$ cat src/rtl/rom_arbiter.sv
// rom_arbiter: shares one combinational instruction-ROM read port between
// requester A (instruction fetch) and requester B (data load / debug reader).
// One access is outstanding at a time. Each grant produces one registered
// response that is held until the owning requester accepts it.
module rom_arbiter #(
  parameter int ADDRESS_WIDTH  = 32,
  parameter int DATA_WIDTH     = 32,
  parameter int ROM_WORDS      = 256,
  parameter bit FIXED_PRIORITY = 1'b0
) (
  input  logic                     clock,
  input  logic                     reset_n,

  // Requester A: instruction fetch
  input  logic                     a_valid,
  input  logic [ADDRESS_WIDTH-1:0] a_address,
  output logic                     a_ready,
  output logic                     a_resp_valid,
  output logic [DATA_WIDTH-1:0]    a_resp_data,
  output logic                     a_resp_error,
  input  logic                     a_resp_ready,

  // Requester B: data load / debug reader
  input  logic                     b_valid,
  input  logic [ADDRESS_WIDTH-1:0] b_address,
  output logic                     b_ready,
  output logic                     b_resp_valid,
  output logic [DATA_WIDTH-1:0]    b_resp_data,
  output logic                     b_resp_error,
  input  logic                     b_resp_ready,

  // ROM read port
  output logic [ADDRESS_WIDTH-1:0] rom_address,
  input  logic [DATA_WIDTH-1:0]    rom_read_data
);

  typedef enum logic {
    IDLE,
    RESPOND
  } state_t;

  typedef enum logic {
    REQ_A,
    REQ_B
  } req_t;

  state_t state;
  state_t state_next;
  req_t   owner;
  req_t   last_grant;

  logic   grant_a;
  logic   grant_b;
  logic   grant_error;
  logic   owner_accept;

  // Misaligned byte address or word index past the end of the ROM.
  function automatic logic address_error(input logic [ADDRESS_WIDTH-1:0] address);
    logic [ADDRESS_WIDTH-1:0] word_index;
    word_index = address >> 2;
    return (address[1:0] != 2'b00) ||
           (word_index >= ADDRESS_WIDTH'(ROM_WORDS));
  endfunction

  // Arbitration: grants only from IDLE; a tie goes to A under fixed priority,
  // otherwise to whichever requester was not granted last.
  always_comb begin
    grant_a = 1'b0;
    grant_b = 1'b0;
    if (state == IDLE) begin
      if (a_valid && b_valid) begin
        if (FIXED_PRIORITY || (last_grant == REQ_B)) begin
          grant_a = 1'b1;
        end else begin
          grant_b = 1'b1;
        end
      end else begin
        grant_a = a_valid;
        grant_b = b_valid;
      end
    end
  end

  // The owner's accept ends RESPOND; the other requester's resp_ready is ignored.
  always_comb begin
    owner_accept = 1'b0;
    if (state == RESPOND) begin
      owner_accept = (owner == REQ_A) ? a_resp_ready : b_resp_ready;
    end
  end

  // State register plus owner / last-grant bookkeeping.
  always_ff @(posedge clock or negedge reset_n) begin
    if (!reset_n) begin
      state      <= IDLE;
      owner      <= REQ_A;
      last_grant <= REQ_B;
    end else begin
      state <= state_next;
      if (grant_a) begin
        owner      <= REQ_A;
        last_grant <= REQ_A;
      end else if (grant_b) begin
        owner      <= REQ_B;
        last_grant <= REQ_B;
      end
    end
  end

  // Next-state logic.
  always_comb begin
    state_next = state;
    case (state)
      IDLE: begin
        if (grant_a || grant_b) begin
          state_next = RESPOND;
        end
      end
      RESPOND: begin
        if (owner_accept) begin
          state_next = IDLE;
        end
      end
      default: state_next = IDLE;
    endcase
  end

  // Handshake outputs and ROM address; the address is driven only while granting.
  always_comb begin
    a_ready     = grant_a;
    b_ready     = grant_b;
    rom_address = '0;
    if (grant_a) begin
      rom_address = a_address;
    end else if (grant_b) begin
      rom_address = b_address;
    end
  end

  // Error classification of the address currently presented to the ROM.
  always_comb begin
    grant_error = address_error(rom_address);
  end

  // Requester A response register: loaded on grant, cleared on owner accept.
  always_ff @(posedge clock or negedge reset_n) begin
    if (!reset_n) begin
      a_resp_valid <= 1'b0;
      a_resp_error <= 1'b0;
      a_resp_data  <= '0;
    end else if (grant_a) begin
      a_resp_valid <= 1'b1;
      a_resp_error <= grant_error;
      a_resp_data  <= grant_error ? '0 : rom_read_data;
    end else if (owner_accept && (owner == REQ_A)) begin
      a_resp_valid <= 1'b0;
      a_resp_error <= 1'b0;
      a_resp_data  <= '0;
    end
  end

  // Requester B response register: loaded on grant, cleared on owner accept.
  always_ff @(posedge clock or negedge reset_n) begin
    if (!reset_n) begin
      b_resp_valid <= 1'b0;
      b_resp_error <= 1'b0;
      b_resp_data  <= '0;
    end else if (grant_b) begin
      b_resp_valid <= 1'b1;
      b_resp_error <= grant_error;
      b_resp_data  <= grant_error ? '0 : rom_read_data;
    end else if (owner_accept && (owner == REQ_B)) begin
      b_resp_valid <= 1'b0;
      b_resp_error <= 1'b0;
      b_resp_data  <= '0;
    end
  end

endmodule
$ cat config.mk
export PLATFORM = sky130hd
export DESIGN_NAME = rom_arbiter
export DESIGN_NICKNAME = d
export VERILOG_FILES = /design/src/rtl/rom_arbiter.sv
export SDC_FILE = /design/constraint.sdc
export NUM_CORES = 1
export LEC_CHECK = 0
export CAP_MARGIN = 20
export CELL_PAD_IN_SITES_DETAIL_PLACEMENT = 2
export CELL_PAD_IN_SITES_GLOBAL_PLACEMENT = 2
export CORE_AREA = 2 2 153 80
export DETAILED_ROUTE_END_ITERATION = 12
export DIE_AREA = 0 0 155 82
export DONT_BUFFER_PORTS = 1
export PLACE_DENSITY = 0.77
export REMOVE_ABC_BUFFERS = 1
export SLEW_MARGIN = 40
export SYNTH_ARGS = -nofsm -noshare
export SYNTH_HDL_FRONTEND = slang
export SYNTH_SLANG_ARGS = --single-unit
export TNS_END_PERCENT = 50
$ cat constraint.sdc
create_clock -name clock -period 5.4 [get_ports clock]
set_input_delay 0.81 -clock clock [delete_from_list [all_inputs] [get_ports clock]]
set_output_delay 0.81 -clock clock [all_outputs]
set_load 0.02 [all_outputs]
==> metrics.md, run 1 <==
| Metric | Value |
|---|---|
| Largest net degree at the start of global routing | `72` |
| Layout area overhead | `9.94%` |
| Die area | `12700 µm²` |
| R2R depth | `6` |
| HP Class | `in -> async` |
| Die H | `82 µm` |
| WP data required | `4.59 ns` |
| DRC | `0` |
| Total number of vias | `3382` |
| Worst-path fanout max | `29` |
| Hold Vio Cnt, Final | `0` |
| Critical Path Sink Type | `output port` |
| # rows | `28` |
| Worst skew pair latency | `0.33 ns` |
| Worst slew pin tran | `0.763 ns` |
| Area occupied by multi-input gates | `1850 µm²` |
| Number of synthesized flops with an enable pin | `0` |
| CTS Root Cell | `clkbuf_16` |
| Post-layout min period | `3.37 ns` |
| Register area share after synthesis | `45.3%` |
| R2R Path Start | `last_grant` |
| Switching Fraction | `46.5%` |
| Crit path from | `last_grant` |
| Hold_buf cts | `0` |
| IO Count | `204` |
| Most numerous cell in the Yosys netlist | `nand2_1` |
| I/O Buffers | `0` |
| Iteration-0 DRC Markers | `154` |
| Final period util | `62.4%` |
| Synth warnings | `0` |
| Kind of critical path | `reg -> out` |
| CTS Sinks | `71` |
| GRT Overall Usage | `21.9%` |
| Syn Std Cell Area | `3930 µm²` |
| Area share of the largest cell type after synthesis | `44.6%` |
| H-tree depth | `3` |
| Setup total negative slack | `0 ns` |
| Seq cells post-synth | `71` |
| N_diodes | `0` |
| Worst path slowest cell | `and3_2` |
| Startpoint Class | `register` |
| Initial Utilization | `34.3%` |
| Pwr Density | `511 nW/µm²` |
| Avg Inst Size Synth | `8.83 µm²` |
| Worst EP arrival | `2.56 ns` |
| Crit-path cells | `nand2b_2, and3_2, a22o_1` |
| Leading area contributor after synthesis | `dfrtp_1` |
| Status | `completed` |
| FF-to-FF End | `b_resp_data[31]` |
| Combinational fraction of design power | `41.4%` |
| Lkg Pwr | `0.00181 µW` |
| Max Root-Sink Buffers | `2` |
| RSZ-0062 raised after global routing | `no` |
| Post-synth top cells | `nand2_1, dfrtp_1, nor2b_1, o21ai_0, nand4_1` |
| Fmax | `0.297 GHz` |
| Fin util | `37.7%` |
| Total gr overflow | `0` |
| Initial antenna violation count | `0` |
| Clock share of power | `28.2%` |
| Drt pass-1 iters | `6` |
| R2r setup slk | `2.41 ns` |
| GPL Wtd Cong | `0.775` |
| Hold slack | `0.175 ns` |
| Final Max Slew Viols | `0` |
| Synth area leaders | `dfrtp_1, nand2_1, nor2b_1` |
| Via density | `5.92` |
| CTS Buf Count | `9` |
| Cells after synthesis | `445` |
| Antenna viol nets, final | `0` |
| DRT Wirelength | `13.8 mm` |
| Sequential fraction of design power | `30.5%` |
| TritonCTS clock tree | `done` |
| First-pass GRT wire length | `21.1 mm` |
| Sequential standard cell area | `1780 µm²` |
| Clock skew | `0.00747 ns` |
| Final #Nets | `518` |
| Asr flop ratio synth | `100%` |
| Avg WL per Cell | `24.2 µm` |
| Post-CTS Setup Bufs | `0` |
| Filler instances | `1228` |
| Clock-pin transition on the worst setup and hold timing paths | `0.06 ns` |
| Die W | `155 µm` |
| Predominant post-synthesis flop cell | `dfrtp_1` |
| VDD IR max | `152 µV` |
| Vias in the first global route | `3653` |
| Netlist cell types | `30` |
| Final setup fails | `0` |
| Internal power | `1180 µW` |
| Max-cap violations | `0` |
| P_sw | `1030 µW` |
| Layout cells sized above 1 | `12.8%` |
| End of the critical path | `rom_address[9]` |
| Slew margin rel. | `49.2%` |
| Worst path max stage delay | `0.75 ns` |
| Core ar. | `11500 µm²` |
| Count of cells resized by post-cts repair | `0` |
| DPL Wire Length | `9.62 mm` |
## routing by layer
layer | global-route usage, % | wire, µm
met1 | 26.2 | 5960
met2 | 36.5 | 6400
met3 | 10.9 | 1420
met4 | 3.52 | 64
met5 | 0 | 0
## metrics by stage
stage          std cells  setup WS, ns  power (µW)  area [µm²]
3_3_place_gp         553          1.93        1520        3940
3_5_place_dp         555          1.72        1590        3990
5_1_grt              571          1.91        2340        4320
2_1_floorplan        396          1.79        1250        3680
4_1_cts              571          1.66        2230        4310
6_report             571          2.03        2210        4320
## kinds of logic after synthesis
logic type / Yosys count / share of synthesized area (%)
AND/OR/NAND/NOR: 190 / 23.9
buffers and inverters: 72 / 8.44
flip-flops: 71 / 45.3
AO/OA/AOI/OAI: 112 / 22.4
## registers in the layout, indices dropped and copies added (netlist names)
signal and flops:
b_resp_error 1, a_resp_data 32, state 1, a_resp_valid 1, a_resp_error 1, b_resp_valid 1, last_grant 1, b_resp_data 32
owner 1
## worst max-delay path, delay by kind of cell (launching register included)
kind / cells / cell delay, ns
flops: 1 / 0.58
compound gates: 1 / 0.41
simple gates: 2 / 1.23
## power by group through the flow
stage | Sequential [µW] | Clock, µW | Combinational (µW)
after floorplan | 701 | 0 | 549
after global placement | 677 | 0 | 839
after detailed placement | 681 | 0 | 913
after CTS | 673 | 642 | 913
after global routing | 680 | 664 | 997
final | 672 | 622 | 912
## cell usage in the layout (no fill, tap or decap), types with 2 or more instances in the layout
cell type and count:
nor2_1 5, o2111ai_1 3, clkbuf_16 9, clkbuf_8 3, nand4_1 35, nand2_1 96
a22o_1 8, dfrtp_1 70, and4_1 2, o31ai_2 20, inv_1 23, buf_4 7
a21oi_1 4, a21o_1 2, nor2b_1 43, o31ai_1 10, a31oi_1 2, o21ai_0 37
a32oi_1 24
## layout make-up
cell class	instances	area share, %
clock buffers	12	6.17
repair buffers	9	2.20
inverters	23	2.00
well taps	150	4.35
multi-input cells	302	42.9
flip-flops and latches	71	41.2
clock inverters	4	1.19
## how the worst min path moves through the flow
stage                           from              end  slack (ns)  cells past startpoint
final                        reset_n  b_resp_data[15]        0.17                      0
after global routing         reset_n  a_resp_data[30]        0.15                      0
after CTS                    reset_n     a_resp_error        0.16                      0
after detailed placement     reset_n  b_resp_data[15]        0.52                      0
after global placement       reset_n  a_resp_data[15]        0.52                      0
after floorplan           last_grant       last_grant        0.49                      2
(Power assumes the default switching activity.)
==> run 2, diff against run 1 <==
==> constraint.sdc (replaced) <==
create_clock -name clock -period 3.1 [get_ports clock]
set_input_delay 0.465 -clock clock [delete_from_list [all_inputs] [get_ports clock]]
set_output_delay 0.465 -clock clock [all_outputs]
set_load 0.02 [all_outputs]
==> metrics.md, run 2 (synthesis gave the netlist of run 1 again) <==
| Metric | Value |
|---|---|
| M3 GR Usage | `8.71% (was 10.9%)` |
| I/O Buffers | `0 (unchanged)` |
| # rows | `28 (unchanged)` |
| Combinational fraction of design power | `41.6% (was 41.4%)` |
| Clock share of power | `29.6% (was 28.2%)` |
| P_sw | `1840 µW (was 1030 µW)` |
| Avg WL per Cell | `24.0 µm (was 24.2 µm)` |
| Pwr Density | `916 nW/µm² (was 511 nW/µm²)` |
| DRC | `0 (unchanged)` |
| DPL Wire Length | `10.0 mm (was 9.62 mm)` |
| Die area | `12700 µm² (unchanged)` |
| Worst EP arrival | `3.01 ns (was 2.56 ns)` |
| Via density | `5.80 (was 5.92)` |
| Final setup fails | `0 (unchanged)` |
| Hold slack | `-0.00603 ns (was 0.175 ns)` |
| Final period util | `89.7%` |
| Worst skew pair latency | `0.33 ns (about the same)` |
| Met1 GRT Util | `28.9% (was 26.2%)` |
| Die H | `82 µm (unchanged)` |
| First-pass GRT wire length | `21.5 mm (was 21.1 mm)` |
| VDD IR max | `295 µV (was 152 µV)` |
| Startpoint Class | `register (unchanged)` |
| Total gr overflow | `0 (unchanged)` |
| Max-cap violations | `0 (unchanged)` |
| Clock-pin transition on the worst setup and hold timing paths | `0.06 ns (about the same)` |
| DRT Wirelength | `13.9 mm (was 13.8 mm)` |
| H-tree depth | `3 (unchanged)` |
| Largest net degree at the start of global routing | `72 (unchanged)` |
| Fmax | `0.360 GHz` |
| Antenna viol nets, final | `0 (unchanged)` |
| Max Root-Sink Buffers | `2 (unchanged)` |
| Status | `finished with violations (was completed)` |
| Clock skew | `0.00819 ns (was 0.00747 ns)` |
| Critical Path Sink Type | `register (was output port)` |
| Internal power | `2220 µW (was 1180 µW)` |
| Initial Utilization | `34.3% (unchanged)` |
| Initial antenna violation count | `0 (unchanged)` |
| Final #Nets | `525 (was 518)` |
| Lkg Pwr | `0.00187 µW (was 0.00181 µW)` |
| GRT Overall Usage | `22.1% (was 21.9%)` |
| Final Max Slew Viols | `0 (unchanged)` |
| Layout cells sized above 1 | `14.3% (was 12.8%)` |
| Iteration-0 DRC Markers | `167 (was 154)` |
| M2 GR Usage | `35.2% (was 36.5%)` |
| Kind of critical path | `reg -> reg (was reg -> out)` |
| Area occupied by multi-input gates | `1850 µm² (about the same)` |
| TritonCTS clock tree | `done (unchanged)` |
| CTS Sinks | `71 (unchanged)` |
| Worst slew pin tran | `0.742 ns (was 0.763 ns)` |
| CTS Buf Count | `9 (unchanged)` |
| Placed insts | `561 (was 555)` |
| WP data required | `3.33 ns (was 4.59 ns)` |
| N_diodes | `0 (unchanged)` |
| Failing checks | `hold timing` |
| GPL Wtd Cong | `0.786 (was 0.775)` |
| Filler instances | `1261 (was 1228)` |
| CTS Root Cell | `clkbuf_16 (unchanged)` |
| Most frequent cells in the layout | `nand2_1, dfrtp_1, nor2b_1 (unchanged)` |
| Layout area overhead | `12.8% (was 9.94%)` |
| Total number of vias | `3350 (was 3382)` |
| Slew margin rel. | `50.4% (was 49.2%)` |
| IO Count | `204 (unchanged)` |
| Grt peak-use layer | `met2 (unchanged)` |
| Commonest non-fill, non-tap cell in the layout | `nand2_1 (unchanged)` |
| Worst-path fanout max | `64 (was 29)` |
| Drt pass-1 iters | `4 (was 6)` |
| Final WS setup | `0.320 ns (was 2.03 ns)` |
| Post-CTS Setup Bufs | `0 (unchanged)` |
| Hold Vio Cnt, Final | `3 (was 0)` |
| Core ar. | `11500 µm² (unchanged)` |
| Placement Setup Slack | `0.156 ns (was 1.72 ns)` |
| Switching Fraction | `45.2% (was 46.5%)` |
| Design Power | `4060 µW (was 2210 µW)` |
| Layout Cells excl Fill | `578 (was 571)` |
| Vias in the first global route | `3594 (was 3653)` |
| HP Class | `in -> async (unchanged)` |
| Fin util | `38.7% (was 37.7%)` |
| Sequential standard cell area | `1780 µm² (unchanged)` |
| Sequential fraction of design power | `28.8% (was 30.5%)` |
| Largest regs | `a_resp_data x32, b_resp_data x32 (unchanged)` |
| Post-layout min period | `2.78 ns` |
| RSZ-0062 raised after global routing | `no (unchanged)` |
| Die W | `155 µm (unchanged)` |
==> run 2: timing repair <==
item,CTS,global route
endpoints found under the setup margin,0,37
endpoints found under the hold margin,71,0
resized for setup,0,1
hold buffers,1,0
==> run 2: worst max-delay path, stage by stage (launching register included) <==
cell,delay (ns)
dfstp_2,0.39
nand2b_2,0.38
a32oi_1,0.36
o2111ai_1,0.21
or4_2,0.76
buf_12,0.24
o31ai_1,0.31
==> run 2: layout make-up <==
type / instances / area share [%]
clock inverters: 7 / 2.71
well taps: 150 / 4.23
clock buffers: 9 / 5.08
multi-input cells: 302 / 41.7
flip-flops and latches: 71 / 40.1
inverters: 23 / 1.95
repair buffers: 16 / 4.18
==> run 2: worst paths after layout <==
| path | startpoint | end | slack (ns) | cells past startpoint |
|---|---|---|---|---|
| max in group asynchronous | reset_n | last_grant | 2.73 | 1 |
| max | last_grant | b_resp_data[29] | 0.32 | 6 |
| min in group clock | rom_read_data[2] | b_resp_data[2] | 0.26 | 2 |
| min reg2reg | last_grant | last_grant | 0.59 | 2 |
| min | reset_n | a_resp_data[15] | -0.006 | 1 |
| max reg2reg | last_grant | b_resp_data[29] | 0.32 | 6 |
==> run 2: power by group through the flow <==
| stage | clock network (µW) | registers [µW] | logic, µW |
|---|---|---|---|
| 2_1_floorplan | 0 | 1220 | 957 |
| 3_3_place_gp | 0 | 1180 | 1570 |
| 3_5_place_dp | 0 | 1190 | 1670 |
| 4_1_cts | 1240 | 1170 | 1700 |
| 5_1_grt | 1280 | 1180 | 1840 |
| 6_report | 1200 | 1170 | 1690 |
==> run 2: metrics by stage <==
step / cell area, µm² / hold WS [ns] / TNS [ns]
2_1_floorplan: 3680 / 0.169 / -26.90
3_3_place_gp: 4020 / 0.171 / 0
3_5_place_dp: 4060 / 0.171 / 0
4_1_cts: 4430 / 0.0311 / 0
5_1_grt: 4430 / 0.0142 / 0
6_report: 4430 / -0.00603 / 0
==> run 2: metal layers <==
metal / share of wire, % / vias up
li1: - / 1519
met1: 45 / 1700
met2: 46 / 123
met3: 8.9 / 8
met4: 0.58 / 0
met5: 0 / -
